`src/rtl/uart_tx_pkg.sv`:
```
// Shared definitions for the UART transmitter and the frame checker that
// consumes its output: state encodings, the line idle level, and a helper
// for sizing counters.
package uart_tx_pkg;

    localparam int UART_STATE_W = 3;

    typedef enum logic [UART_STATE_W-1:0] {
        ST_IDLE   = 3'd0,
        ST_START  = 3'd1,
        ST_DATA   = 3'd2,
        ST_PARITY = 3'd3,
        ST_STOP   = 3'd4
    } uart_state_e;

    localparam logic UART_IDLE_LVL = 1'b1;

    // Width of a counter holding 0..n-1. A one-state counter still needs one bit.
    function automatic int cnt_w(input int n);
        return (n > 1) ? $clog2(n) : 1;
    endfunction

endpackage

```
`src/rtl/uart_baud_gen.sv`:
```
// Bit-period tick generator. It counts 0..CLKS_PER_BIT-1 and wraps. bit_end
// marks the last clk of the current bit. clear restarts the count so that each
// state begins on a fresh bit period.
module uart_baud_gen
    import uart_tx_pkg::*;
#(
    parameter int CLKS_PER_BIT = 1
) (
    input  logic clk,
    input  logic reset,
    input  logic clear,
    output logic bit_end
);

    localparam int             CW   = cnt_w(CLKS_PER_BIT);
    localparam logic [CW-1:0]  LAST = CW'(CLKS_PER_BIT - 1);

    logic [CW-1:0] cnt_q, cnt_d;

    assign bit_end = (cnt_q == LAST);

    // Next count: restart on clear or at the end of a bit, otherwise advance.
    always_comb begin
        cnt_d = cnt_q;
        if (clear || bit_end) cnt_d = '0;
        else                  cnt_d = cnt_q + 1'b1;
    end

    // Tick counter register.
    always_ff @(posedge clk or negedge reset) begin
        if (!reset) cnt_q <= '0;
        else        cnt_q <= cnt_d;
    end

endmodule

```
`src/rtl/uart_tx.sv`:
```
// UART serializer. It accepts a word over a valid/ready handshake and drives
// the line with a start bit (0), then DATA_BITS data bits LSB first, then
// STOP_BITS stop bits (1). The line idles high.
// Optional feature: define UART_TX_PARITY_EN to insert an even-parity bit
// between the data bits and the stop bits.
// The line output is registered. The first start-bit cycle shows on the line in
// the cycle right after the accepting edge. A word accepted during the last
// stop cycle starts the next frame with no idle gap.
module uart_tx
    import uart_tx_pkg::*;
#(
    parameter int DATA_BITS    = 8,
    parameter int CLKS_PER_BIT = 1,
    parameter int STOP_BITS    = 1
) (
    input  logic                 clk,
    input  logic                 reset,
    input  logic [DATA_BITS-1:0] tx_data,
    input  logic                 tx_valid,
    output logic                 tx_ready,
    output logic                 signal,
    output logic                 busy
);

    localparam int            BW        = $clog2(DATA_BITS + 1);
    localparam logic [BW-1:0] LAST_DATA = BW'(DATA_BITS - 1);
    localparam logic [BW-1:0] LAST_STOP = BW'(STOP_BITS - 1);

    uart_state_e          state_q, state_d;
    logic [BW-1:0]        bit_cnt_q, bit_cnt_d;
    logic [DATA_BITS-1:0] shreg_q, shreg_d;
    logic                 signal_q, signal_d;
`ifdef UART_TX_PARITY_EN
    logic                 par_q, par_d;
`endif

    logic bit_end;
    logic clear;
    logic stop_last;
    logic accept;

    // The tick count restarts on every state change. While idle the count is
    // held at zero, so that a new frame always starts on a full bit period.
    assign clear = (state_d != state_q) || (state_q == ST_IDLE);

    uart_baud_gen #(
        .CLKS_PER_BIT (CLKS_PER_BIT)
    ) u_baud (
        .clk     (clk),
        .reset   (reset),
        .clear   (clear),
        .bit_end (bit_end)
    );

    assign stop_last = (state_q == ST_STOP) && bit_end && (bit_cnt_q == LAST_STOP);
    assign tx_ready  = (state_q == ST_IDLE) || stop_last;
    assign accept    = tx_valid && tx_ready;
    assign busy      = (state_q != ST_IDLE);
    assign signal    = signal_q;

    // Next-state logic: frame sequencing, bit counting, loading and shifting
    // the data word.
    always_comb begin
        state_d   = state_q;
        bit_cnt_d = bit_cnt_q;
        shreg_d   = shreg_q;
`ifdef UART_TX_PARITY_EN
        par_d     = par_q;
`endif
        case (state_q)
            ST_IDLE: begin
                if (accept) begin
                    state_d   = ST_START;
                    bit_cnt_d = '0;
                    shreg_d   = tx_data;
`ifdef UART_TX_PARITY_EN
                    par_d     = ^tx_data;
`endif
                end
            end
            ST_START: begin
                if (bit_end) begin
                    state_d   = ST_DATA;
                    bit_cnt_d = '0;
                end
            end
            ST_DATA: begin
                if (bit_end) begin
                    shreg_d = shreg_q >> 1;
                    if (bit_cnt_q == LAST_DATA) begin
`ifdef UART_TX_PARITY_EN
                        state_d = ST_PARITY;
`else
                        state_d = ST_STOP;
`endif
                        bit_cnt_d = '0;
                    end else begin
                        bit_cnt_d = bit_cnt_q + 1'b1;
                    end
                end
            end
`ifdef UART_TX_PARITY_EN
            ST_PARITY: begin
                if (bit_end) begin
                    state_d   = ST_STOP;
                    bit_cnt_d = '0;
                end
            end
`endif
            ST_STOP: begin
                if (bit_end) begin
                    if (bit_cnt_q == LAST_STOP) begin
                        bit_cnt_d = '0;
                        if (accept) begin
                            state_d = ST_START;
                            shreg_d = tx_data;
`ifdef UART_TX_PARITY_EN
                            par_d   = ^tx_data;
`endif
                        end else begin
                            state_d = ST_IDLE;
                        end
                    end else begin
                        bit_cnt_d = bit_cnt_q + 1'b1;
                    end
                end
            end
            default: begin
                state_d   = ST_IDLE;
                bit_cnt_d = '0;
            end
        endcase
    end

    // Line level for the next cycle. It is taken from the next state, so the
    // registered output lines up with state_q without a cycle of lag.
    always_comb begin
        signal_d = UART_IDLE_LVL;
        case (state_d)
            ST_START: signal_d = 1'b0;
            ST_DATA:  signal_d = shreg_d[0];
`ifdef UART_TX_PARITY_EN
            ST_PARITY: signal_d = par_q;
`endif
            default:  signal_d = UART_IDLE_LVL;
        endcase
    end

    // State, counters, data word and line register. Reset returns the line
    // high at once and discards any partial frame.
    always_ff @(posedge clk or negedge reset) begin
        if (!reset) begin
            state_q   <= ST_IDLE;
            bit_cnt_q <= '0;
            shreg_q   <= '0;
            signal_q  <= UART_IDLE_LVL;
`ifdef UART_TX_PARITY_EN
            par_q     <= 1'b0;
`endif
        end else begin
            state_q   <= state_d;
            bit_cnt_q <= bit_cnt_d;
            shreg_q   <= shreg_d;
            signal_q  <= signal_d;
`ifdef UART_TX_PARITY_EN
            par_q     <= par_d;
`endif
        end
    end

endmodule
```
`config.mk`:
```
export PLATFORM = sky130hd
export DESIGN_NAME = uart_tx
export DESIGN_NICKNAME = d
export VERILOG_FILES = /design/src/rtl/uart_tx_pkg.sv /design/src/rtl/uart_baud_gen.sv /design/src/rtl/uart_tx.sv
export SDC_FILE = /design/constraint.sdc
export NUM_CORES = 1
export LEC_CHECK = 0
export ABC_CLOCK_PERIOD_IN_PS = 4600
export CAP_MARGIN = 25
export CORE_UTILIZATION = 43
export CTS_BUF_LIST = sky130_fd_sc_hd__clkbuf_4 sky130_fd_sc_hd__clkbuf_8
export CTS_CLUSTER_SIZE = 20
export DETAILED_ROUTE_END_ITERATION = 6
export PLACE_DENSITY = 0.65
export SLEW_MARGIN = 20
export SYNTH_ARGS = -nofsm -noshare
export SYNTH_HDL_FRONTEND = slang
export SYNTH_SLANG_ARGS = --single-unit
```
`constraint.sdc`:
```
create_clock -name clk -period 4.6 [get_ports clk]
set_input_delay 0.46 -clock clk [delete_from_list [all_inputs] [get_ports clk]]
set_output_delay 0.46 -clock clk [all_outputs]
set_load 0.01 [all_outputs]
```
==> results.toml, run 1 <==
[status]
status = "finished, final reports clean"

[layout]
mostFrequentLayoutCells = "16 x dfrtp_1, 13 x clkdlybuf4s50_1, 7 x inv_1, 7 x a221o_1, 7 x and2_1"
drive_gt1_share_pct = 7.96
nets = 127
seqCellArea_um2 = 427
fill_cells = 216
multi_input_comb_area_um2 = 528
finalInstanceArea_um2 = 1170
mostFrequentLayoutCell = "dfrtp_1"
final_cells = 141
antenna_cells = 0
syn_to_final_growth_pct = 16.4

[critical_path]
arrival_ps = 2410
slowest_stage = "clkdlybuf4s50_1"
critPathKind = "reg -> out"
worstSetupEndpointType = "primary output"
crit_path_start_kind = "flip-flop"
max_stage_delay_ps = 600
path_cells = "inv_1 -> ha_1 -> or4b_4 -> a211oi_1 -> clkdlybuf4s50_1"
worstPathRequired_ps = 4140
r2r_cells = 5
crit_fanout = 4

[timing]
setup_tns_ps = 0
period_share_pct = 62.4
rsz0062_at_grt = "no"
final_hold_viol_count = 0
relSlewSlack_pct = 43.5
finalSetupViolations = 0
finClkSkew_ps = 5.32
fin_crit_ps = 2870
fmax_mhz = 349
worst_pin_slew_ps = 835
final_max_slew_viol_count = 0

[floorplanning]
core.rowCount = 17
fp.dieH_um = 50.4
core_area_um2 = 2210
ioPinCount = 14
die_x_um = 50.4
die_area_um2 = 2540
start_util_pct = 45.6

[synthesis]
synth_nets = 114
synth_seq_area_share_pct = 42.3
syn_avg_cell_area_um2 = 9.98
ys_ff_latch = 17
yosys_warnings = 0
netlist_area_um2 = 1010
ys_types = 41
syn_inst = 101

[cts]
cts_buffer_depth = 2
cts_tree = "done"
ctsResizeCount = 0
htreeDepth = 1
post-cts-setup-buffer-count = 0
clkSinkCount = 17
cts_root_buffer = "clkbuf_4"
clk_latency_ps = 300
cts_buffers = 3
ctsHoldBuffers = 0
clk_pin_slew_worst_paths_ps = 110

[worst_hold_path]
hold_path_class = "reg -> reg"
min_path_cells = 1

[route]
vias_per_cell = 5.89
routed_wl_um = 2040
drt_iter0_drc = 13
drc = 0
firstDrtPassIters = 4
routedWlPerCell_um = 14.4
ant_nets = 0
vias = 830

[power]
power-per-cell-area_nw_per_um2 = 535
p_leak_nw = 0.484
ir_drop_mv = 0.305
total_power_mw = 0.628

[global_route]
grt_pass1_wl_um = 3510
gr-total-overflow = 0
antenna_found_initial = 0
grt_max_degree = 18
grt_pass1_vias = 822
grt.total_usage_pct = 19.4

[run]
cap_violations = 0

[placed_design]
place_congestion = 0.825
io_buffers = 13
placed_area_um2 = 1150
placed_cells = 137
hpwl_um = 1490
path summary, 6_finish.rpt:
kind | start | end | slack [ps]
setup / recovery | bit_cnt_q[0] | tx_ready | 1730
max in group asynchronous | reset | bit_cnt_q[2] | 3530
hold / removal | shreg_q[2] | shreg_q[2] | 520
min in group asynchronous | reset | shreg_q[4] | 590
hold reg to reg | shreg_q[2] | shreg_q[2] | 520
setup reg to reg | bit_cnt_q[0] | shreg_q[1] | 2330
Yosys cell counts (all sizes together):
library cell  instances  area (µm²)
a21o                  1        7.51
dfstp                 1        26.3
conb                  1        3.75
a2bb2oi               1        8.76
buf                   2        16.3
o221ai                1        8.76
and2                  7        43.8
or3                   1        6.26
nor3b                 2        15.0
nor3                  2        10.0
a21oi                 5        25.0
a41oi                 1        8.76
nand2                 3        11.3
o21a                  1        7.51
nand2b                3        18.8
o22a                  1        8.76
or4                   1        7.51
o21ai                 5        25.0
mux2i                 2        20.0
nor2                  5        18.8
dfrtp                16         400
a22oi                 2        20.0
nor4b                 1        8.76
clkbuf                3        11.3
ha                    2        25.0
nand3                 3        15.0
a211oi                2        15.0
a31oi                 2        12.5
nand4bb               1        11.3
inv                   7        26.3
a211o                 1        8.76
or2                   1        6.26
a2111oi               1        27.5
o211ai                1        7.51
nor2b                 1        6.26
or4b                  1        13.8
nand4b                2        17.5
o31ai                 1        7.51
a221o                 7        70.1
registers in the layout (all words and copies together), names as in the netlist:
signal,cells
bit_cnt_q,4
shreg_q,8
signal,1
state_q,3
u_baud.cnt_q,1
critical path, delay by kind of cell (launching register included):
| kind | cells | cell delay, ps |
|---|---|---|
| AO/OA/AOI/OAI | 1 | 340 |
| adder cells (fa/ha/maj) | 1 | 170 |
| buffers and inverters | 2 | 690 |
| flip-flops | 1 | 420 |
| AND/OR/NAND/NOR | 1 | 490 |
routing by layer:
metal	wire [µm]	vias to the layer above	GRT usage (%)	part of all wire [%]
met3	45	6	2.73	2.2
li1	-	404	-	-
met1	942	408	24.8	46
met2	972	12	29.3	48
met4	74	0	15.3	3.6
met5	0	-	0	0
cells by family (layout without fill, tap and decap cells):
| logic type | Yosys count | in the layout | synth area share, % |
|---|---|---|---|
| adder cells (fa/ha/maj) | 2 | 2 | 2.48 |
| buffers and inverters | 12 | 24 | 5.33 |
| flip-flops | 17 | 17 | 42.3 |
| multiplexers | 2 | 2 | 1.99 |
| other | 1 | 1 | 0.372 |
| AO/OA/AOI/OAI | 33 | 33 | 26.7 |
| AND/OR/NAND/NOR | 34 | 34 | 20.8 |
final cells by class:
cell class	instances	share of cell area, %
Clock buffer	3	1.92
Clock inverter	1	0.426
Inverter	7	2.24
Multi-Input combinational cell	72	45.0
Sequential cell	17	36.4
Tap cell	28	2.99
Timing Repair Buffer	13	11.1
power breakdown:
group / switching, mW / internal [mW]
Clock: 0.0512 / 0.0325
Sequential: 0.0595 / 0.204
Combinational: 0.137 / 0.143
Total: 0.248 / 0.380
metrics by stage:
stage          hold slack, ps  util [%]  setup WS (ps)
2_1_floorplan             164         -           2600
3_3_place_gp              486      51.8           2100
3_5_place_dp              495      51.8           2060
4_1_cts                   520      53.1           1700
5_1_grt                   552      53.1           1590
6_report                  518      53.1           1730
(Power assumes the default switching activity.)
==> run 2, diff against run 1 <==
--- a/config.mk
+++ b/config.mk
@@ -5,7 +5,7 @@
 export SDC_FILE = /design/constraint.sdc
 export NUM_CORES = 1
 export LEC_CHECK = 0
-export ABC_CLOCK_PERIOD_IN_PS = 4600
+export ABC_CLOCK_PERIOD_IN_PS = 2900
 export CAP_MARGIN = 25
 export CORE_UTILIZATION = 43
 export CTS_BUF_LIST = sky130_fd_sc_hd__clkbuf_4 sky130_fd_sc_hd__clkbuf_8
==> constraint.sdc (replaced) <==
create_clock -name clk -period 2.9 [get_ports clk]
set_input_delay 0.29 -clock clk [delete_from_list [all_inputs] [get_ports clk]]
set_output_delay 0.29 -clock clk [all_outputs]
set_load 0.01 [all_outputs]
==> run 2 against run 1 <==
Sequential power is 58% higher. Critical path depth unchanged. Die area stayed put. Combinational power up 65%. Sequential share of layout area decreased by 0.46 points. Largest power group unchanged. Global-route usage down 1.5 points. Register-to-register slack got worse by 1600 ps. Sequential cell count unchanged.
==> results.toml, run 2 (synthesized netlist as in run 1, its figures left out) <==
[status]
status = "finished, final reports clean"

[critical_path]
cp_top_family = "buffers and inverters"
r2r_end = "signal"
arrival_ps = 2430
rr_startpoint = "bit_cnt_q[0]"
worstPathRequired_ps = 2610
cp.buffers_inverters = 2
slowest_stage = "clkdlybuf4s50_1"
path_cells = "inv_1 -> ha_1 -> or4b_4 -> a211oi_1 -> clkdlybuf4s50_1"
reg2reg_slack_ps = 700
worstSetupEndpointType = "primary output"
critPathKind = "reg -> out"
max_stage_delay_ps = 600
crit_path_start_kind = "flip-flop"
crit_fanout = 4
r2r_cells = 6

[global_route]
grt.total_usage_pct = 17.9
grt_max_degree = 18
gr-total-overflow = 0
antenna_found_initial = 0
grt_pass1_wl_um = 3450
grt_pass1_vias = 806

[cts]
cts_buffer_depth = 2
ctsHoldBuffers = 0
ctsResizeCount = 0
post-cts-setup-buffer-count = 0
cts_buffers = 3
clk_pin_slew_worst_paths_ps = 110
clkSinkCount = 17
clk_latency_ps = 290
cts_tree = "done"
htreeDepth = 1
cts_root_buffer = "clkbuf_4"

[timing]
finalSetupViolations = 0
rsz0062_at_grt = "no"
worst_pin_slew_ps = 760
fmax_mhz = 367
fin_crit_ps = 2720
final_max_slew_viol_count = 0
holdWs_ps = 437
setup_tns_ps = 0
relSlewSlack_pct = 49.2
final_hold_viol_count = 0
period_share_pct = 93.8
finClkSkew_ps = 4.22

[placed_design]
io_buffers = 13
hpwl_um = 1470
place_congestion = 0.782

[layout]
largestRegisters = "shreg_q (8), bit_cnt_q (4), state_q (3)"
fill_cells = 201
largest_reg_flops = 8
nets = 129
drive_gt1_share_pct = 9.57
multi_input_comb_area_um2 = 528
syn_to_final_growth_pct = 17.9
mostFrequentLayoutCells = "16 x dfrtp_1, 13 x clkdlybuf4s50_1, 7 x inv_1, 7 x a221o_1, 7 x and2_1"
antenna_cells = 0
mostFrequentLayoutCell = "dfrtp_1"
seqCellArea_um2 = 427
top_register = "shreg_q"

[floorplanning]
fp.dieH_um = 50.4
core_area_um2 = 2210
core.rowCount = 17
die_area_um2 = 2540
ioPinCount = 14
start_util_pct = 45.6
die_x_um = 50.4

[power]
power-per-cell-area_nw_per_um2 = 850
ir_drop_mv = 0.434
p_leak_nw = 0.494

[route]
drc = 0
firstDrtPassIters = 4
vias = 835
drt_iter0_drc = 17
ant_nets = 0
routed_wl_um = 2030
vias_per_cell = 5.84
routedWlPerCell_um = 14.2

[worst_hold_path]
hold_path_class = "in -> async"

[run]
cap_violations = 0
==> run 2: report_power, final <==
part           total [mW]  internal, mW  switching (mW)
combinational       0.463         0.239           0.224
sequential          0.418         0.324          0.0940
clock               0.130        0.0512          0.0792
==> run 2: cell type report <==
cell class                 count  area share, %
sequential                    17           35.9
clock buffer                   3           1.89
timing repair buffer          15           12.2
tap                           28           2.95
multi-input combinational     72           44.4
inverter                       7           2.21
clock inverter                 1          0.421
==> run 2: how the worst max path moves through the flow <==
stage	start	end	slack, ps	cells past startpoint
2_1_floorplan	bit_cnt_q[0]	signal	900	6
3_3_place_gp	bit_cnt_q[0]	tx_ready	570	5
3_5_place_dp	bit_cnt_q[0]	tx_ready	540	5
4_1_cts	bit_cnt_q[0]	tx_ready	180	5
5_1_grt	bit_cnt_q[0]	tx_ready	110	5
6_report	bit_cnt_q[0]	tx_ready	180	5
==> run 2: metrics by stage <==
stage	power [mW]	worst slack [ps]	cell area [µm²]	util, %	std cells
final	1.01	178	1190	53.7	143
after global routing	1.08	109	1190	53.7	143
after CTS	1.01	177	1190	53.7	143
after detailed placement	0.880	540	1160	52.5	139
after global placement	0.871	575	1160	52.5	139
after floorplan	0.726	898	1010	-	101
==> run 2: metal layers <==
| metal | track usage (%) | wire (µm) | up-vias |
|---|---|---|---|
| li1 | - | - | 408 |
| met1 | 24.5 | 969 | 405 |
| met2 | 28.0 | 974 | 20 |
| met3 | 1.82 | 68 | 2 |
| met4 | 8.80 | 17 | 0 |
| met5 | 0 | 0 | - |
